## src/rtl/rtc_timekeeper_pkg.sv

```systemverilog
// Shared definitions for the RTC timekeeper: BCD range limits, load-FSM states
// and the BCD time-validity check.
package rtc_timekeeper_pkg;

   localparam logic [3:0] ONES_MAX           = 4'd9;
   localparam logic [3:0] SEC_TENS_MAX       = 4'd5;
   localparam logic [3:0] MIN_TENS_MAX       = 4'd5;
   localparam logic [3:0] HOUR_TENS_MAX      = 4'd2;
   localparam logic [3:0] HOUR_ONES_MAX_AT_2 = 4'd3;

   typedef enum logic {
      IDLE,
      CHECK
   } load_state_e;

   // A field is valid when both digits are decimal, the tens digit is within
   // its limit and, at the top tens value, the ones digit is within its limit.
   function automatic logic bcd_field_ok(input logic [7:0] v,
                                         input logic [3:0] tens_max,
                                         input logic [3:0] ones_max_at_top);
      logic ok;
      ok = (v[3:0] <= ONES_MAX) && (v[7:4] <= tens_max);
      if ((v[7:4] == tens_max) && (v[3:0] > ones_max_at_top)) begin
         ok = 1'b0;
      end
      return ok;
   endfunction

   function automatic logic bcd_time_ok(input logic [7:0] h,
                                        input logic [7:0] m,
                                        input logic [7:0] s);
      return bcd_field_ok(h, HOUR_TENS_MAX, HOUR_ONES_MAX_AT_2) &&
             bcd_field_ok(m, MIN_TENS_MAX, ONES_MAX) &&
             bcd_field_ok(s, SEC_TENS_MAX, ONES_MAX);
   endfunction

endpackage

```

## src/rtl/rtc_timekeeper_bcd_mod_counter.sv

```systemverilog
// Two-digit BCD modulo counter with synchronous load; wrap is combinational so
// carries ripple through a chain of instances within one cycle.
module bcd_mod_counter
   import rtc_timekeeper_pkg::*;
#(
   parameter logic [7:0] LIMIT     = 8'h59,
   parameter logic [7:0] RESET_VAL = 8'h00
) (
   input  logic       clk,
   input  logic       rst_n,
   input  logic       inc,
   input  logic       load,
   input  logic [7:0] load_val,
   output logic [7:0] value,
   output logic       wrap
);

   logic [7:0] value_q, value_d;

   assign value = value_q;
   assign wrap  = inc && (value_q == LIMIT);

   always_comb begin
      value_d = value_q;
      if (load) begin
         value_d = load_val;
      end else if (inc) begin
         if (value_q == LIMIT) begin
            value_d = '0;
         end else if (value_q[3:0] == ONES_MAX) begin
            value_d = {value_q[7:4] + 4'd1, 4'd0};
         end else begin
            value_d = {value_q[7:4], value_q[3:0] + 4'd1};
         end
      end
   end

   always_ff @(posedge clk or negedge rst_n) begin
      if (!rst_n) begin
         value_q <= RESET_VAL;
      end else begin
         value_q <= value_d;
      end
   end

endmodule

```

## src/rtl/rtc_timekeeper.sv

```systemverilog
// Time-of-day keeper: BCD hh:mm:ss advanced by the 1 Hz tick, with a
// range-checked host load path (IDLE -> CHECK -> IDLE).
module rtc_timekeeper
   import rtc_timekeeper_pkg::*;
#(
   parameter logic [7:0] RESET_HOUR = 8'h00,
   parameter logic [7:0] RESET_MIN  = 8'h00,
   parameter logic [7:0] RESET_SEC  = 8'h00
) (
   input  logic       clk,
   input  logic       rst_n,
   input  logic       tick,
   input  logic       set_valid,
   output logic       set_ready,
   input  logic [7:0] set_hour,
   input  logic [7:0] set_min,
   input  logic [7:0] set_sec,
   output logic       set_err,
   output logic [7:0] hour,
   output logic [7:0] min,
   output logic [7:0] sec,
   output logic       sec_pulse,
   output logic       day_pulse
);

   load_state_e state_q, state_d;
   logic [7:0]  hold_hour_q, hold_hour_d;
   logic [7:0]  hold_min_q, hold_min_d;
   logic [7:0]  hold_sec_q, hold_sec_d;
   logic        sec_pulse_q, day_pulse_q;
   logic        hold_ok, commit, sec_inc;
   logic        sec_wrap, min_wrap, hour_wrap;

   // Validity is judged from the holding register, so set_err and commit are
   // decoded purely from state and never see the live inputs.
   assign hold_ok   = bcd_time_ok(hold_hour_q, hold_min_q, hold_sec_q);
   assign commit    = (state_q == CHECK) && hold_ok;
   assign sec_inc   = tick && !commit;
   assign set_ready = (state_q == IDLE);
   assign set_err   = (state_q == CHECK) && !hold_ok;
   assign sec_pulse = sec_pulse_q;
   assign day_pulse = day_pulse_q;

   always_comb begin
      state_d     = state_q;
      hold_hour_d = hold_hour_q;
      hold_min_d  = hold_min_q;
      hold_sec_d  = hold_sec_q;
      case (state_q)
         IDLE: begin
            if (set_valid) begin
               state_d     = CHECK;
               hold_hour_d = set_hour;
               hold_min_d  = set_min;
               hold_sec_d  = set_sec;
            end
         end
         CHECK: state_d = IDLE;
      endcase
   end

   always_ff @(posedge clk or negedge rst_n) begin
      if (!rst_n) begin
         state_q     <= IDLE;
         hold_hour_q <= '0;
         hold_min_q  <= '0;
         hold_sec_q  <= '0;
         sec_pulse_q <= 1'b0;
         day_pulse_q <= 1'b0;
      end else begin
         state_q     <= state_d;
         hold_hour_q <= hold_hour_d;
         hold_min_q  <= hold_min_d;
         hold_sec_q  <= hold_sec_d;
         sec_pulse_q <= sec_inc;
         day_pulse_q <= hour_wrap;
      end
   end

   bcd_mod_counter #(.LIMIT(8'h59), .RESET_VAL(RESET_SEC)) u_sec (
      .clk(clk), .rst_n(rst_n), .inc(sec_inc), .load(commit),
      .load_val(hold_sec_q), .value(sec), .wrap(sec_wrap)
   );

   bcd_mod_counter #(.LIMIT(8'h59), .RESET_VAL(RESET_MIN)) u_min (
      .clk(clk), .rst_n(rst_n), .inc(sec_wrap), .load(commit),
      .load_val(hold_min_q), .value(min), .wrap(min_wrap)
   );

   bcd_mod_counter #(.LIMIT(8'h23), .RESET_VAL(RESET_HOUR)) u_hour (
      .clk(clk), .rst_n(rst_n), .inc(min_wrap), .load(commit),
      .load_val(hold_hour_q), .value(hour), .wrap(hour_wrap)
   );

endmodule
```

## config.mk

```make
export PLATFORM = sky130hd
export DESIGN_NAME = rtc_timekeeper
export DESIGN_NICKNAME = d
export VERILOG_FILES = /design/src/rtl/rtc_timekeeper_pkg.sv /design/src/rtl/rtc_timekeeper_bcd_mod_counter.sv /design/src/rtl/rtc_timekeeper.sv
export SDC_FILE = /design/constraint.sdc
export NUM_CORES = 1
export LEC_CHECK = 0
export ABC_AREA = 1
export CAP_MARGIN = 20
export CORE_MARGIN = 2
export CORE_UTILIZATION = 45
export CTS_CLUSTER_SIZE = 40
export DETAILED_ROUTE_END_ITERATION = 7
export PLACE_DENSITY = 0.69
export SYNTH_ARGS = -nofsm -noshare
export SYNTH_HDL_FRONTEND = slang
export SYNTH_SLANG_ARGS = --single-unit
```

## constraint.sdc

```tcl
create_clock -name clk -period 1.9 [get_ports clk]
set_clock_uncertainty 0.15 [all_clocks]
set_input_delay 0.19 -clock clk [delete_from_list [all_inputs] [get_ports clk]]
set_output_delay 0.19 -clock clk [all_outputs]
set_load 0.005 [all_outputs]
```

==> results of run 1 <==
==> critical path, cell delays in order (launching register included) <==
cell	delay [ns]
dfrtp_1	0.37
inv_1	0.06
nand2_1	0.05
nor2_1	0.13
nand2_1	0.10
nor2_4	0.15
buf_4	0.14
nand3_2	0.13
o21ai_1	0.14
buf_4	0.16
inv_2	0.05
nand2_1	0.05
o21ai_1	0.06
==> per-stage QoR <==
stage	utilization	instance area [sq um]	TNS, ns
after floorplan	-	2861	0
after global placement	0.5764	3597	0
after detailed placement	0.5764	3597	0
after CTS	0.5960	3720	0
after global routing	0.6225	3885	-0.9363
final	0.6225	3885	0
==> routing by layer <==
layer	GRT usage	part of all wire	up-vias
li1	-	-	1341
met1	0.2538	0.47	1187
met2	0.2778	0.47	80
met3	0.03264	0.046	6
met4	0.04839	0.011	0
met5	0	0	-
==> sequential cells by signal (all words and copies together), names as in the netlist <==
signal / count
day_pulse: 1
u_sec.value: 8
hold_hour_q: 8
hold_min_q: 8
u_hour.value: 8
state_q: 1
u_min.value: 8
hold_sec_q: 8
sec_pulse: 1
==> power by group through the flow <==
stage,registers [W],logic [W],clock network [W]
final,0.00140,0.00103,0.000727
after global placement,0.00141,0.000955,0
after global routing,0.00143,0.00115,0.000779
after CTS,0.00140,0.000989,0.000746
after detailed placement,0.00142,0.000976,0
after floorplan,0.00143,0.000459,0
==> cell families (layout without fill, tap and decap cells) <==
family                   count (synthesis)  after routing  synth area share
AND/OR/NAND/NOR                        218            219            0.3362
AO/OA/AOI/OAI                           35             35           0.07608
adder cells (fa/ha/maj)                 10             10           0.04373
XOR/XNOR                                 9              9           0.02755
buffers and inverters                   45            126           0.07040
flip-flops                              51             51            0.4460
==> synthesized netlist by cell type, drive strengths merged <==
master  count
o31ai       2
o311ai      3
a21boi      1
nand3b      4
nor3        1
dfrtp      51
o211ai      2
nand2     152
or2         3
inv        34
buf         9
clkbuf      2
xor2        5
o21ai      23
xnor2       4
a21oi       4
nand3      32
nand4       9
nor2       17
ha         10
==> final cells by class <==
type,count,share of cell area
multi-input combinational,273,0.3665
sequential,51,0.3285
timing repair buffer,85,0.2190
inverter,34,0.03382
tap,77,0.02480
clock buffer,5,0.01771
clock inverter,2,0.009662
==> placed cells by master (no fill, tap or decap), drive strengths merged <==
cell	Yosys	layout
a21boi	1	1
a21oi	4	4
buf	9	29
bufinv	0	1
clkbuf	2	7
clkdlybuf4s50	0	53
clkinvlp	0	2
dfrtp	51	51
dlygate4sd3	0	1
ha	10	10
inv	34	33
nand2	152	152
nand3	32	33
nand3b	4	4
nand4	9	9
nor2	17	17
nor3	1	1
o211ai	2	2
o21ai	23	23
o311ai	3	3
o31ai	2	2
or2	3	3
xnor2	4	4
xor2	5	5
==> worst max-delay path by stage <==
stage | endpoint | cells past startpoint
finish | u_sec.value[7]$_DFFE_PN0P_ | 12
global route | u_hour.value[7]$_DFFE_PN0P_ | 11
CTS | u_min.value[2]$_DFFE_PN0P_ | 11
detailed placement | set_err | 8
global placement | set_err | 8
floorplan | u_hour.value[4]$_DFFE_PN0P_ | 9
==> repair_timing <==
| action | 4_1_cts | 5_1_grt |
|---|---|---|
| endpoints found under the setup margin | 1 | 21 |
| pin swaps | 3 | 5 |
| cloned | 0 | 4 |
| hold endpoints to repair | 51 | 0 |
| resized for setup | 6 | 17 |
| setup buffers | 1 | 6 |
| hold buffers | 1 | 0 |
==> results_dict.tcl, run 1 <==
set metrics [dict create \
    outcome "finished clean" \
    multi_input_area_sq_um 1424 \
    ir_worst_vdd_uv 578.4 \
    cts_root_buf "clkbuf_8" \
    grt_pass1_wl_um 10190 \
    p_leak_nw 1.924 \
    wire_per_inst_um 12.46 \
    drt_first_iter_violations 203 \
    drive_gt1_frac 0.1311 \
    cp-end-kind "register" \
    hp-class "in -> async" \
    portBuffers 55 \
    power_density_nw_per_um2 814.3 \
    pre_cts_ws_ns 0.05360 \
    p_seq_frac 0.444 \
    antenna_found_initial 0 \
    grt_pass1_vias 2234 \
    comb_power_share 0.326 \
    worst_pin_slew_ns 0.4214 \
    area_delta_synth_final_pct 35.77 \
    rows 29 \
    grt_start_max_net_pins 52 \
    critical_path.max_fanout 5 \
    r2r_cells 12 \
    clk_pin_slew_ns 0.08 \
    fin_ws_ns 0.04205 \
    hold_viol 0 \
    drt-vias-per-instance 4.960 \
    hpwl_um 4524 \
    worst_setup_path_start_kind "register" \
    die_h_um 83.74 \
    r2r_setup_slack_ns 0.04 \
    cts_tree "yes" \
    fin_crit_sh 0.9779 \
    vias 2614 \
    die_x_um 83.74 \
    cts.sinks 51 \
    place_congestion 0.8506 \
    ys_seq_area_frac 0.4460 \
    reg2reg_from "hold_hour_q[6]$_DFFE_PN0P_" \
    yosysWarningCount 0 \
    pwr-share-clk 0.230 \
    path_class "reg -> reg" \
    final-setup-viol-count 0 \
    cts_buffers 5 \
    h-tree-depth 2 \
    track_usage 0.1773 \
    cp-startpoint "hold_hour_q[6]$_DFFE_PN0P_" \
    syn_nets 406 \
    rsz0062_at_grt "yes" \
    core_sq_um 6241 \
    intPower_w 0.002181 \
    clockBufferDepth 2 \
    holdWs_ns 0.2475 \
    seq_area_sq_um 1276 \
    grt.overflow.total 0 \
    maxCapViolCount 0 \
    drt_first_pass_iters 5 \
    syn_avg_cell_area_sq_um 7.776 \
    synth_top_area_share 0.4460 \
    ant_nets 0 \
    start_util 0.4585 \
    stdcell_count 527 \
    max_freq_mhz 538.2 \
    fin_total_pwr_w 0.003163 \
    critPathRequiredTime_ns 1.94 \
    swShare 0.3106 \
    ys_top_cells_by_area "dfrtp_1, nand2_1, nand3_1" \
    placed_cells 508 \
    slew_viol_final 0 \
    io_pins 56 \
    clkLatencyLatePin_ns 0.30 \
    switchingPower_w 0.0009825 \
    slew_headroom 0.7174 \
    syn-instance-count 368 \
    crit_arrival_ns 1.89 \
    post-route-min-period_ns 1.858 \
    diodes 0 \
    synthesis.area_sq_um 2861 \
    synth_cell_types 31 \
    wl_um 6564 \
    synth-seq-cells 51 \
    fillerInstances 560 \
    die-area_sq_um 7012 \
    r2r_end "u_sec.value[7]$_DFFE_PN0P_" \
    drc 0 \
    finalNetCount 488 \
    yosysTopAreaCell "dfrtp_1" \
]
Note: power is estimated with default switching activity, not from simulation.
==> run 2, diff against run 1 <==
PLACE_DENSITY = 0.72   (was 0.69)
clock period = 1.63 ns   (was 1.9 ns; I/O delays follow)
==> results_dict.tcl, run 2 (synthesized netlist as in run 1, its figures left out) <==
set metrics [dict create \
    drt-vias-per-instance 5.026 \
    cp-end-kind "register" \
    cp_top_family "simple AND/OR/NAND/NOR gates" \
    wl_um 8323 \
    crit_arrival_ns 1.91 \
    wl_met3_um 315 \
    grt_pass1_wl_um 12210 \
    slew_headroom 0.7244 \
    core_sq_um 6241 \
    cts.sinks 51 \
    diodes 0 \
    drc 0 \
    worst_setup_path_start_kind "register" \
    reg2reg_from "u_min.value[1]$_DFFE_PN0P_" \
    hpwl_um 4865 \
    grt.overflow.total 0 \
    place_congestion 0.8497 \
    mostFrequentLayoutCell "nand2_1" \
    portBuffers 55 \
    hold_viol 0 \
    crit_buf_inv 1 \
    hp-class "in -> async" \
    slew_viol_final 0 \
    track_usage 0.2110 \
    path_class "reg -> reg" \
    critical_path.max_fanout 4 \
    violations "setup timing" \
    placed_cells 544 \
    fin_crit_sh 1.137 \
    p_leak_nw 2.593 \
    grt_pass1_vias 2715 \
    r2r_cells 9 \
    post-route-min-period_ns 1.853 \
    wire_per_inst_um 14.23 \
    die_h_um 83.74 \
    wirelength_met1_um 3505 \
    max_freq_mhz 539.6 \
    antenna_found_initial 0 \
    die_x_um 83.74 \
    die-area_sq_um 7012 \
    vias 2940 \
    start_util 0.4585 \
    grt_start_max_net_pins 52 \
    drive_gt1_frac 0.3268 \
    fin_util 0.7442 \
    final-setup-viol-count 27 \
    stdcell_area_sq_um 4644 \
    crit_slowest_cell "dfrtp_1" \
    outcome "complete, but fails checks" \
    finalNetCount 546 \
    clk_pin_slew_ns 0.09 \
    clockBufferDepth 2 \
    post_dp_cell_area_sq_um 3908 \
    stdcell_count 585 \
    worst_pin_slew_ns 0.4130 \
    maxCapViolCount 0 \
    final_cell_mix "nand2_1, buf_4, dfrtp_1, clkdlybuf4s50_1, buf_6" \
    cts_buffers 5 \
    critPathMaxStageDelay_ns 0.39 \
    ir_worst_vdd_uv 634.0 \
    highest_layer "met4" \
    power_density_nw_per_um2 904.2 \
    drt_first_iter_violations 207 \
    rows 29 \
    cts_root_buf "clkbuf_8" \
    path_depth 9 \
    dr_wl_met2_um 4403 \
    h-tree-depth 2 \
    clkLatencyLatePin_ns 0.31 \
    rsz0062_at_grt "yes" \
    cts_tree "yes" \
    area_delta_synth_final_pct 62.31 \
    drt_first_pass_iters 5 \
    cp-startpoint "u_min.value[1]$_DFFE_PN0P_" \
    fin_ws_ns -0.2233 \
    io_pins 56 \
    worstPathCellList "inv_1 -> ha_1 -> nand2_2 -> nor2_4 -> nand4_1 -> o31ai_4 -> nand2_2 -> nand2_1 -> nand2_1" \
    critPathRequiredTime_ns 1.69 \
    ant_nets 0 \
]
-- run 2: cell count changes in the layout (fill, tap and decap cells not counted), moves of 18 or more --
cell             change
nand2_1             -22
nand2_2             +18
dlymetal6s2s_1      +18
clkdlybuf4s50_1     -20
buf_6               +25
buf_4               +34
-- run 2: final timing paths --
path	slack, ns	to
setup / recovery	-0.22	u_hour.value[4]$_DFFE_PN0P_
hold reg to reg	0.34	hold_min_q[4]$_DFFE_PN0P_
hold / removal	0.21	hold_hour_q[1]$_DFFE_PN0P_
min in group clk	0.22	hold_hour_q[0]$_DFFE_PN0P_
max in group asynchronous	0.87	u_min.value[6]$_DFFE_PN0P_
setup reg to reg	-0.22	u_hour.value[4]$_DFFE_PN0P_
-- run 2: power by group --
part | switching [W] | internal [W] | leakage, nW
registers | 0.000149 | 0.00146 | 0.656
clock network | 0.000437 | 0.000449 | 0.0502
logic | 0.000779 | 0.000926 | 1.89
-- run 2: per-stage QoR --
step / total power [W] / TNS, ns / worst slack, ns / hold WS [ns]
2_1_floorplan: 0.002213 / -0.8898 / -0.1143 / -0.2826
3_3_place_gp: 0.002906 / -1.763 / -0.1135 / 0.02431
3_5_place_dp: 0.002948 / -2.566 / -0.1645 / 0.02828
4_1_cts: 0.003851 / -4.445 / -0.2196 / 0.2201
5_1_grt: 0.004446 / -6.332 / -0.3197 / 0.2273
6_report: 0.004200 / -3.818 / -0.2233 / 0.2096
-- run 2: cell type report --
type	count	area [sq um]
Timing Repair Buffer	144	1415
Clock inverter	2	37.54
Multi-Input combinational cell	272	1619
Sequential cell	51	1277
Clock buffer	5	68.82
Tap cell	77	96.34
Inverter	34	130.1
Fill cell	436	1597
-- run 2: metal layers --
layer / vias to the layer above / global-route usage
met2: 77 / 0.3513
met1: 1393 / 0.2830
met5: - / 0
li1: 1459 / -
met3: 11 / 0.03660
met4: 0 / 0.06305
-- run 2: what timing repair did --
item | in CTS | in global routing
endpoints found under the setup margin | 33 | 45
endpoints found under the hold margin | 51 | 0
pin swaps | 5 | 29
cloned | 2 | 1
hold buffers | 1 | 0
gates resized for setup | 30 | 105
buffers inserted | 7 | 25
-- run 2: worst register-to-register path, stage by stage, from the launching register on --
cell,delay [ns]
dfrtp_1,0.39
inv_1,0.06
ha_1,0.15
nand2_2,0.07
nor2_4,0.11
nand4_1,0.17
o31ai_4,0.37
nand2_2,0.15
nand2_1,0.09
nand2_1,0.06
==> run 3, diff against run 2 <==
CELL_PAD_IN_SITES_DETAIL_PLACEMENT = 0   (was unset)
CELL_PAD_IN_SITES_GLOBAL_PLACEMENT = 1   (was unset)
CORE_UTILIZATION = 34   (was 45)
PLACE_DENSITY = 0.74   (was 0.72)
REMOVE_ABC_BUFFERS = 1   (was unset)
SKIP_CTS_REPAIR_TIMING = 1   (was unset)
==> results_dict.tcl, run 3 (synthesized netlist as in run 1, its figures left out) <==
set metrics [dict create \
    outcome "complete, but fails checks" \
    violations "setup timing" \
    place_congestion 0.7944 \
    worst_setup_path_start_kind "register" \
    clk_pin_slew_ns 0.09 \
    cts_root_buf "clkbuf_8" \
    drt_first_pass_iters 4 \
    die_x_um 95.74 \
    grt_pass1_wl_um 11630 \
    pwr-share-clk 0.182 \
    maxCapViolCount 0 \
    clkLatencyLatePin_ns 0.30 \
    r2r_cells 9 \
    cts_tree "yes" \
    wl_um 7547 \
    core_sq_um 8175 \
    seq_area_sq_um 1280 \
    tns_ns -3.309 \
    drc 0 \
    mostFrequentLayoutCell "nand2_1" \
    r2r_setup_slack_ns -0.20 \
    fin_total_pwr_w 0.003916 \
    h-tree-depth 2 \
    worst_pin_slew_ns 0.2950 \
    final-setup-viol-count 25 \
    drt_first_iter_violations 104 \
    critical_path.max_fanout 4 \
    grt_pass1_vias 2572 \
    finalNetCount 538 \
    hp-class "in -> async" \
    ir_worst_vdd_uv 410.3 \
    final_cell_mix "nand2_1, buf_4, dfrtp_1, clkdlybuf4s50_1, inv_1" \
    die_h_um 95.74 \
    cp-end-kind "register" \
    wire_per_inst_um 12.45 \
    power_density_nw_per_um2 884.6 \
    antenna_found_initial 0 \
    multi_input_area_sq_um 1528 \
    clockBufferDepth 2 \
    vias 2791 \
    r2r_end "u_hour.value[5]$_DFFE_PN0P_" \
    diodes 0 \
    max_freq_mhz 546.5 \
    slew_headroom 0.8009 \
    drive_gt1_frac 0.2555 \
    rsz0062_at_grt "yes" \
    p_leak_nw 2.499 \
    portBuffers 55 \
    crit_arrival_ns 1.87 \
    post_dp_cell_area_sq_um 3985 \
    fin_ws_ns -0.1998 \
    area_delta_synth_final_pct 54.70 \
    intPower_w 0.002630 \
    grt.overflow.total 0 \
    pre_cts_ws_ns -0.1870 \
    critPathRequiredTime_ns 1.67 \
    hold_viol 0 \
    io_pins 56 \
    switchingPower_w 0.001286 \
    fin_crit_sh 1.123 \
    ant_nets 0 \
    fillerInstances 790 \
    cts.sinks 51 \
    rows 33 \
    p_seq_frac 0.407 \
    hpwl_um 5235 \
    path_class "reg -> reg" \
    reg2reg_from "u_min.value[1]$_DFFE_PN0P_" \
    comb_power_share 0.410 \
    start_util 0.3500 \
    fin_util 0.5415 \
    swShare 0.3283 \
    grt_start_max_net_pins 52 \
    cts_buffers 5 \
    stdcell_area_sq_um 4427 \
    die-area_sq_um 9166 \
    drt-vias-per-instance 4.606 \
    slew_viol_final 0 \
    track_usage 0.1619 \
    post-route-min-period_ns 1.830 \
]
-- run 3: critical path, cell delays in order (launching register included) --
cell and delay (ns):
dfrtp_1 0.40, inv_1 0.08, ha_1 0.17, nand2_2 0.07
nor2_4 0.12, nand4_1 0.18, o31ai_4 0.30, nand2_2 0.13
nand2_1 0.08, nand2_1 0.05
-- run 3: power by group through the flow --
stage | Combinational, W | Clock (W) | Sequential, W
after floorplan | 0.000518 | 0 | 0.00167
after global placement | 0.00136 | 0 | 0.00160
after CTS | 0.00138 | 0.000733 | 0.00158
final | 0.00161 | 0.000713 | 0.00160
after detailed placement | 0.00137 | 0 | 0.00161
after global routing | 0.00178 | 0.000797 | 0.00162
-- run 3: final cells by class --
class | instances | area share
inverter | 34 | 0.02996
clock buffer | 7 | 0.01724
tap | 105 | 0.02968
sequential | 51 | 0.2891
clock inverter | 1 | 0.001131
multi-input combinational | 273 | 0.3451
timing repair buffer | 135 | 0.2877
-- run 3: worst max-delay path by stage --
stage / start / end / slack (ns) / cells after the start
3_3_place_gp: hold_min_q[6]$_DFFE_PN0P_ / set_err / -0.18 / 8
2_1_floorplan: u_sec.value[1]$_DFFE_PN0P_ / u_hour.value[4]$_DFFE_PN0P_ / -0.30 / 9
4_1_cts: hold_min_q[5]$_DFFE_PN0P_ / set_err / -0.52 / 8
6_report: u_min.value[1]$_DFFE_PN0P_ / u_hour.value[5]$_DFFE_PN0P_ / -0.20 / 9
5_1_grt: u_min.value[1]$_DFFE_PN0P_ / u_hour.value[5]$_DFFE_PN0P_ / -0.34 / 9
3_5_place_dp: hold_min_q[6]$_DFFE_PN0P_ / set_err / -0.19 / 8
-- run 3: per-stage QoR --
step / hold slack, ns / cells
2_1_floorplan: -0.2826 / 357
3_3_place_gp: 0.02901 / 583
3_5_place_dp: 0.02929 / 583
4_1_cts: -0.2954 / 591
5_1_grt: 0.2337 / 606
6_report: 0.2321 / 606
-- run 3: routing by layer --
metal	vias up	share of wire	GRT usage
li1	1439	-	-
met1	1282	0.45	0.2151
met2	58	0.50	0.2791
met3	12	0.040	0.02976
met4	0	0.0083	0.02857
met5	-	0	0
